===== src/rtl/if_id_buffer.sv =====
// Two-entry in-order skid buffer between instruction fetch and decode.
// Registered outputs only: fetch ready never depends on decode ready.
module if_id_buffer #(
    parameter logic [31:0] NOP_INSTR = 32'h00000013,
    parameter logic [31:0] RESET_PC  = 32'h00000000
) (
    input  logic        clk,
    input  logic        rst,
    input  logic        if_valid,
    input  logic [31:0] if_instruction,
    input  logic [31:0] if_pc,
    output logic        if_ready,
    input  logic        flush,
    input  logic        id_ready,
    output logic        id_valid,
    output logic [31:0] id_instruction,
    output logic [31:0] id_pc,
    output logic [31:0] id_pc_plus4,
    output logic        id_misaligned,
    output logic [1:0]  count,
    output logic [7:0]  flush_drops
);

    logic [31:0] slotInstr_q [2];
    logic [31:0] slotPc_q    [2];
    logic        rdPtr_q, rdPtr_d;
    logic        wrPtr_q, wrPtr_d;
    logic [1:0]  count_q, count_d;
    logic [7:0]  flushDrops_q, flushDrops_d;
    logic        push, pop;
    logic [8:0]  dropSum;

    assign if_ready = (count_q != 2'd2);
    assign id_valid = (count_q != 2'd0);
    assign push     = if_valid && if_ready && !flush;
    assign pop      = id_valid && id_ready && !flush;

    assign id_instruction = id_valid ? slotInstr_q[rdPtr_q] : NOP_INSTR;
    assign id_pc          = id_valid ? slotPc_q[rdPtr_q]    : RESET_PC;
    assign id_pc_plus4    = id_pc + 32'd4;
    assign id_misaligned  = id_valid && (id_pc[1:0] != 2'b00);
    assign count          = count_q;
    assign flush_drops    = flushDrops_q;

    assign dropSum = {1'b0, flushDrops_q} + {7'd0, count_q};

    always_comb begin
        rdPtr_d      = rdPtr_q;
        wrPtr_d      = wrPtr_q;
        count_d      = count_q;
        flushDrops_d = flushDrops_q;
        if (flush) begin
            rdPtr_d      = 1'b0;
            wrPtr_d      = 1'b0;
            count_d      = 2'd0;
            flushDrops_d = dropSum[8] ? 8'hFF : dropSum[7:0];
        end else begin
            if (push) wrPtr_d = ~wrPtr_q;
            if (pop)  rdPtr_d = ~rdPtr_q;
            if (push && !pop)      count_d = count_q + 2'd1;
            else if (pop && !push) count_d = count_q - 2'd1;
        end
    end

    always_ff @(posedge clk or negedge rst) begin
        if (!rst) begin
            rdPtr_q      <= 1'b0;
            wrPtr_q      <= 1'b0;
            count_q      <= 2'd0;
            flushDrops_q <= 8'd0;
        end else begin
            rdPtr_q      <= rdPtr_d;
            wrPtr_q      <= wrPtr_d;
            count_q      <= count_d;
            flushDrops_q <= flushDrops_d;
        end
    end

    // Slot storage carries no reset; validity is tracked solely by count.
    always_ff @(posedge clk) begin
        if (push) begin
            slotInstr_q[wrPtr_q] <= if_instruction;
            slotPc_q[wrPtr_q]    <= if_pc;
        end
    end

endmodule


===== config.mk =====
export PLATFORM = sky130hd
export DESIGN_NAME = if_id_buffer
export DESIGN_NICKNAME = d
export VERILOG_FILES = /design/src/rtl/if_id_buffer.sv
export SDC_FILE = /design/constraint.sdc
export NUM_CORES = 1
export LEC_CHECK = 0
export BUFFER_PORTS_ARGS = -buffer_cell sky130_fd_sc_hd__buf_2
export CORE_UTILIZATION = 56
export CTS_CLUSTER_SIZE = 20
export DETAILED_ROUTE_END_ITERATION = 8
export HOLD_SLACK_MARGIN = 0.15
export PLACE_DENSITY = 0.85
export SLEW_MARGIN = 5
export SYNTH_ARGS = -nofsm -noshare
export SYNTH_HDL_FRONTEND = slang
export SYNTH_SLANG_ARGS = --single-unit

===== constraint.sdc =====
create_clock -name clk -period 9.3 [get_ports clk]
set_clock_uncertainty 0.1 [all_clocks]
set_input_delay 1.86 -clock clk [delete_from_list [all_inputs] [get_ports clk]]
set_output_delay 1.86 -clock clk [all_outputs]
set_load 0.01 [all_outputs]

==> results of run 1 <==
-- layer usage --
| metal | wire length (µm) | up-vias |
|---|---|---|
| met3 | 932 | 38 |
| met4 | 373 | 0 |
| met1 | 5320 | 2041 |
| li1 | - | 2007 |
| met5 | 0 | - |
| met2 | 6920 | 184 |
-- final timing paths --
| path | start | endpoint | cells after the start | slack (ns) |
|---|---|---|---|---|
| setup / recovery | rdPtr_q$_DFFE_PN0P_ | id_pc_plus4[27] | 7 | 3.50 |
| hold / removal | flush_drops[0]$_DFFE_PN0P_ | flush_drops[0]$_DFFE_PN0P_ | 2 | 0.45 |
| setup reg to reg | count[0]$_DFFE_PN0P_ | slotInstr_q[1][5]$_DFFE_PP_ | 4 | 7.05 |
| hold reg to reg | flush_drops[0]$_DFFE_PN0P_ | flush_drops[0]$_DFFE_PN0P_ | 2 | 0.45 |
| max in group asynchronous | rst | rdPtr_q$_DFFE_PN0P_ | 1 | 7.74 |
| min in group asynchronous | rst | flush_drops[7]$_DFFE_PN0P_ | 1 | 1.11 |
-- flip-flops by register name, indices dropped and copies added (netlist names) --
register,flops
flush_drops,8
slotPc_q,64
rdPtr_q,1
slotInstr_q,64
count,2
wrPtr_q,1
-- cell type report --
cell class                      count  area, µm²
Clock buffer                       17        414
Inverter                            9       33.8
Clock inverter                     14        136
Multi-Input combinational cell    283       1970
Tap cell                          140        175
Timing Repair Buffer              181        916
Sequential cell                   140       4150
Fill cell                         768       3100
-- synth_stat cells (2+ instances only) --
library cell / count / share of area, %
nand2b_1: 2 / 0.20
nor4_1: 7 / 0.70
nand4_1: 2 / 0.20
edfxtp_1: 128 / 61
nand3b_1: 6 / 0.72
nor2_2: 2 / 0.20
nor4_2: 2 / 0.40
mux2i_1: 64 / 10
dfrtp_1: 12 / 4.8
buf_4: 3 / 0.36
buf_12: 2 / 0.64
a211oi_1: 3 / 0.36
nand3_1: 15 / 1.2
xnor2_1: 12 / 1.7
nand3_2: 2 / 0.32
a211oi_2: 4 / 0.80
nor3_1: 11 / 0.88
xor2_1: 22 / 3.1
buf_6: 2 / 0.36
nor2_1: 72 / 4.3
clkbuf_1: 2 / 0.12
mux2_2: 2 / 0.36
buf_2: 7 / 0.56
ha_1: 3 / 0.60
nand2_1: 31 / 1.9
a21oi_1: 6 / 0.48
inv_1: 9 / 0.54
buf_1: 4 / 0.24
-- power by group through the flow --
stage                     Combinational (mW)  Clock (mW)  Sequential, mW
after CTS                              0.229       0.633           0.757
after floorplan                        0.140           0           0.770
final                                  0.227       0.622           0.757
after detailed placement               0.227           0           0.769
after global routing                   0.250       0.654           0.761
after global placement                 0.222           0           0.767
-- worst min-delay path, delay by kind of cell (launching register included) --
family           cells  cell delay, ns
flip-flops           1            0.38
multiplexers         1            0.08
AND/OR/NAND/NOR      1            0.06
-- logic make-up after synthesis --
logic type / synth area share [%]
simple gates: 12.8
buf+inv: 2.81
xor+xnor: 4.75
mux: 10.6
flops: 66.0
fa+ha+maj: 0.917
compound gates: 2.07
==> results.txt, run 1 <==
Status: finished clean
Maxcap violations: 0
Sw Share: 26.6%
Chip height: 108 µm
WL per Instance: 17.3 µm
Seq/Total Area, Yosys: 66.0%
Antenna diodes: 0
Post-Place Cells: 753
# Post-CTS Setup Buffers: 0
Routed Wire Length: 13500 µm
CTS tree: yes
# resized after CTS: 0
Synthesis-stage register bit count: 140
Post-Syn Area: 6270 µm²
Sum of negative setup slack: 0 ns
Setup crit end kind: output port
Slew headroom: 40.8%
Worst EP required: 7.34 ns
Core area: 10900 µm²
Die area: 11600 µm²
Buf+Inv Stages, Crit Path: 2
Largest net degree at the start of global routing: 80
Pre-CTS setup slack: 4.16 ns
CTS Buf Count: 17
Cell Area, Placed: 7240 µm²
DR vias: 4270
Final nets: 705
Clk sinks: 140
Actual slew at the worst max-slew pin: 0.887 ns
First-pass GRT wire length: 20300 µm
Fin. max-slew vios: 0
Initial antenna violation count: 0
Commonest cells after routing, fill and taps aside: 177 x buf_2, 128 x edfxtp_1, 72 x nor2_1
Critical-path top delay cell: buf_4
Grt peak-use layer: met2
Total GRT Usage: 23.8%
H-tree levels: 4
Main flop type after synthesis: edfxtp_1
Initial core utilization: 57.6%
Hold Violations, Final: 0
Sequential share of power: 47.1%
Distinct cells, synth: 43
Grt met3 use: 7.57%
P_sw: 0.427 mW
Most common cell after layout, fill and taps aside: buf_2
Clock power frac: 38.7%
Worst min path class: flop to flop
Fmax: 172 MHz
Antenna-violating nets left: 0
Final cell count without fillers: 784
Crit path launch type: flop
Synth warn: 0
Iteration-0 DRC Markers: 276
HPWL Detailed: 8990 µm
RSZ-0062 raised after global routing: no
Gr ovfl total: 0
Pwr Total: 1.61 mW
Hold slack: 0.445 ns
Met2 GRT Util: 38.7%
Share of layout cells above drive strength 1: 36.0%
CTS clock-pin slew for the worst setup and hold paths: 0.06 ns
Syn avg cell area: 13.9 µm²
Critical path class: flop to output port
CP Cell Sequence: buf_4, nand3_1, a211oi_2, nand4_4, nor4_1, xor2_1, buf_2
IO buf count: 177
Leak: 3.15 nW
Worst path max stage delay: 0.74 ns
Syn Nets: 525
PwrDens: 206 nW/µm²
Worst-path fanout max: 57
Max IR drop VDD: 135 µV
Post-CTS Hold Fix Bufs: 0
DRC viols: 0
Drt pass-1 iters: 5
EDFF count, synth: 128
Critical Path AT: 3.84 ns
Post-route cell area: 7790 µm²
CTS root buf: clkbuf_8
Mapped Cells: 452
Worst Setup Slack, final: 3.50 ns
Fin util: 71.6%
DIE WIDTH: 108 µm
Crit share post-route: 62.4%
CP delay by family, top: simple AND/OR/NAND/NOR gates
Async set-or-reset flop fraction in the synthesized netlist: 8.57%
Row Count: 38
GPL Wtd Cong: 0.897
Via-per-instance ratio: 5.45
Area Growth Syn to Fin: 24.2%
Global Route met1 Usage: 28.8%
Min Tclk post-route: 5.80 ns
Clk_lat worst skew: 0.51 ns
Total internal power: 1.18 mW
Gate power share: 14.1%
Clock Path Buffers: 2
Number of global-route vias before repair: 4136
Final setup viols: 0
I/O pin count: 178
Note: power is estimated with default switching activity, not from simulation.
==> run 2, diff against run 1 <==
--- a/config.mk
+++ b/config.mk
@@ -5,12 +5,13 @@
 export SDC_FILE = /design/constraint.sdc
 export NUM_CORES = 1
 export LEC_CHECK = 0
+export ABC_AREA = 1
 export BUFFER_PORTS_ARGS = -buffer_cell sky130_fd_sc_hd__buf_2
-export CORE_UTILIZATION = 56
+export CORE_UTILIZATION = 53
 export CTS_CLUSTER_SIZE = 20
 export DETAILED_ROUTE_END_ITERATION = 8
 export HOLD_SLACK_MARGIN = 0.15
-export PLACE_DENSITY = 0.85
+export PLACE_DENSITY = 0.8
 export SLEW_MARGIN = 5
 export SYNTH_ARGS = -nofsm -noshare
 export SYNTH_HDL_FRONTEND = slang
==> constraint.sdc (replaced) <==
create_clock -name clk -period 5.4 [get_ports clk]
set_clock_uncertainty 0.1 [all_clocks]
set_input_delay 1.08 -clock clk [delete_from_list [all_inputs] [get_ports clk]]
set_output_delay 1.08 -clock clk [all_outputs]
set_load 0.01 [all_outputs]
==> run 2 against run 1 <==
Global-route usage rose by 0.28 points. Area after synthesis rose by 6.3%. First-iteration DRC count rose by 59%. Setup slack got worse by 2.4 ns. Critical path depth rose by 7. Clock power rose by 93%. Sequential cell count did not move. Total power rose to 2.7 times the previous value. Combinational power rose to 7.7 times the previous value. Die area rose by 12%. Via count rose by 21%. Non-clock buffer count rose by 3. Critical path type unchanged. Highest routed layer is now met5.
==> results.txt, run 2 <==
Drt pass-1 iters: 5 (unchanged)
WL per Instance: 14.6 µm (-15%)
Clock Path Buffers: 2 (unchanged)
Clk_lat worst skew: 0.41 ns (-0.10 ns)
Fin util: 68.2% (-3.3 points)
Maxcap violations: 0 (unchanged)
H-tree levels: 4 (unchanged)
Setup crit end kind: output port
Most common library cells after synthesis: 248 x nand2_1, 128 x edfxtp_1, 53 x inv_1, 49 x nor2_1, 40 x nand3_1
Share of layout cells above drive strength 1: 30.1% (-5.9 points)
Pwr Total: 4.33 mW (+170%)
EDFF count, synth: 128 (unchanged)
Row Count: 40 (+5.3%)
Critical Path AT: 3.16 ns (-0.68 ns)
Largest net degree at the start of global routing: 65 (-19%)
IO buf count: 177 (unchanged)
Antenna-violating nets left: 0 (unchanged)
Die area: 13000 µm² (+12%)
Syn avg cell area: 9.94 µm² (-28%)
Post-Syn Area: 6670 µm² (+6.3%)
Final cell count without fillers: 1030 (+31%)
Crit path launch type: flop
# resized after CTS: 0 (unchanged)
Iteration-0 DRC Markers: 439 (+59%)
Cell Area, Placed: 7670 µm² (+6.0%)
Routed Wire Length: 15000 µm (+11%)
Commonest cells after routing, fill and taps aside: 248 x nand2_1, 177 x buf_2, 128 x edfxtp_1
Post-CTS Hold Fix Bufs: 0 (unchanged)
Chip height: 114 µm (+5.8%)
Number of global-route vias before repair: 4824 (+17%)
Pre-CTS setup slack: 1.47 ns (-2.69 ns)
Synthesis-stage register bit count: 140 (unchanged)
Core area: 12200 µm² (+12%)
Main flop type after synthesis: edfxtp_1
PwrDens: 522 nW/µm² (+150%)
Final nets: 922 (+31%)
Initial antenna violation count: 3 (+3)
I/O pin count: 178 (unchanged)
Area Growth Syn to Fin: 24.5%
# Post-CTS Setup Buffers: 0 (unchanged)
Seq/Total Area, Yosys: 62.2% (-3.9 points)
Min Tclk post-route: 4.34 ns
Worst EP required: 4.22 ns (-3.12 ns)
RSZ-0062 raised after global routing: no
CTS clock-pin slew for the worst setup and hold paths: 0.06 ns (about the same)
Actual slew at the worst max-slew pin: 1.06 ns (+0.176 ns)
CTS root buf: clkbuf_16
Gr ovfl total: 0 (unchanged)
Critical path class: flop to output port
Total GRT Usage: 24.1% (+0.28 points)
Post-Place Cells: 998 (+33%)
Worst-path fanout max: 63 (+11%)
Distinct cells, synth: 33 (-23%)
Cell mode on critical path: nand2_1
Mapped Cells: 671 (+48%)
Clk sinks: 140 (unchanged)
First-pass GRT wire length: 23300 µm (+15%)
Sum of negative setup slack: 0 ns (unchanged)
CTS Buf Count: 17 (unchanged)
Worst Setup Slack, final: 1.06 ns (-2.44 ns)
Fin. max-slew vios: 0 (unchanged)
CP Cell Sequence: nor2_4, buf_4, inv_4, nand2_2, inv_1, ha_1, nand3_1, nor2_4, nand2_4, nor2_1, nand2_1, nand2_1, nand2_1, buf_2
Hold Violations, Final: 0 (unchanged)
Crit share post-route: 80.3%
Synth warn: 0 (unchanged)
Slew headroom: 29.0% (-12 points)
Final setup viols: 0 (unchanged)
Initial core utilization: 54.8% (-2.8 points)
Most common cell after layout, fill and taps aside: nand2_1
Share of the synthesized area in the top cell type: 57.6% (-3.6 points)
Worst min path class: flop to flop
Worst path max stage delay: 0.49 ns (-0.25 ns)
Post-route cell area: 8300 µm² (+6.5%)
Async set-or-reset flop fraction in the synthesized netlist: 8.57% (unchanged)
DRC viols: 0 (unchanged)
Status: finished clean
Leading area contributor after synthesis: edfxtp_1
Via-per-instance ratio: 5.00 (-8.2%)
DIE WIDTH: 114 µm (+5.8%)
Leak: 3.78 nW (+20%)
CTS tree: yes
GPL Wtd Cong: 0.906 (+0.99%)
Max IR drop VDD: 339 µV (+150%)
Hold slack: 0.403 ns (-0.0420 ns)
Reg2Reg Setup Slack: 2.81 ns (-4.24 ns)
Syn Nets: 744 (+42%)
Count leader, synth: nand2_1
Main area contributors after synthesis: edfxtp_1 58%, nand2_1 14%, dfrtp_1 4.5%
Fmax: 231 MHz
DR vias: 5152 (+21%)
Critical-path top delay cell: inv_4
HPWL Detailed: 10700 µm (+19%)
-- run 2: changes by cell type in the layout (fill, tap and decap cells not counted), sizes merged, moves of 5 or more --
| cell | change |
|---|---|
| a211oi | -7 |
| nand2 | +232 |
| xnor2 | -11 |
| nand3b | -6 |
| xor2 | -5 |
| nor4 | -9 |
| a21oi | +26 |
| inv | +42 |
| nor2 | -9 |
| nor3 | -9 |
| nand3 | +30 |
| o21ai | +10 |
| mux2i | -64 |
-- run 2: area by class of cell --
class | count | area [µm²]
Sequential cell | 140 | 4150
Multi-Input combinational cell | 450 | 2170
Clock buffer | 17 | 425
Timing Repair Buffer | 184 | 938
Tap cell | 168 | 210
Inverter | 56 | 213
Clock inverter | 14 | 195
Fill cell | 934 | 3860
Antenna cell | 1 | 2.50
-- run 2: cells by family after synthesis --
family | synth area share (%)
AND/OR/NAND/NOR | 25.5
flip-flops | 62.2
buffers and inverters | 5.55
AO/OA/AOI/OAI | 3.53
XOR/XNOR | 2.36
adder cells (fa/ha/maj) | 0.863
-- run 2: per-layer routing --
| layer | global-route usage, % | vias to the layer above | routed length [µm] |
|---|---|---|---|
| li1 | - | 2566 | - |
| met1 | 28.7 | 2323 | 6140 |
| met2 | 41.7 | 236 | 7320 |
| met3 | 6.35 | 25 | 1270 |
| met4 | 9.78 | 2 | 298 |
| met5 | 0 | - | 13 |
-- run 2: worst paths after layout --
kind,start,to,depth (start not counted)
min reg2reg,flush_drops[7]$_DFFE_PN0P_,flush_drops[7]$_DFFE_PN0P_,2
max in group asynchronous,rst,rdPtr_q$_DFFE_PN0P_,1
max reg2reg,count[0]$_DFFE_PN0P_,slotPc_q[0][28]$_DFFE_PP_,7
min,flush_drops[7]$_DFFE_PN0P_,flush_drops[7]$_DFFE_PN0P_,2
min in group asynchronous,rst,rdPtr_q$_DFFE_PN0P_,1
max,count[1]$_DFFE_PN0P_,id_pc_plus4[28],14
-- run 2: where the power goes --
part           leakage (nW)  switching [mW]  internal [mW]
Clock                 0.291           0.429          0.770
Combinational          2.17            1.17          0.567
Sequential             1.32          0.0716           1.32
-- run 2: worst max-delay path: cells and delay by family (launching register included) --
| family | cells | cell delay [ns] |
|---|---|---|
| DFF | 1 | 0.46 |
| and+or+nand+nor | 9 | 1.06 |
| adders and majority gates | 1 | 0.19 |
| buffers and inverters | 4 | 0.98 |
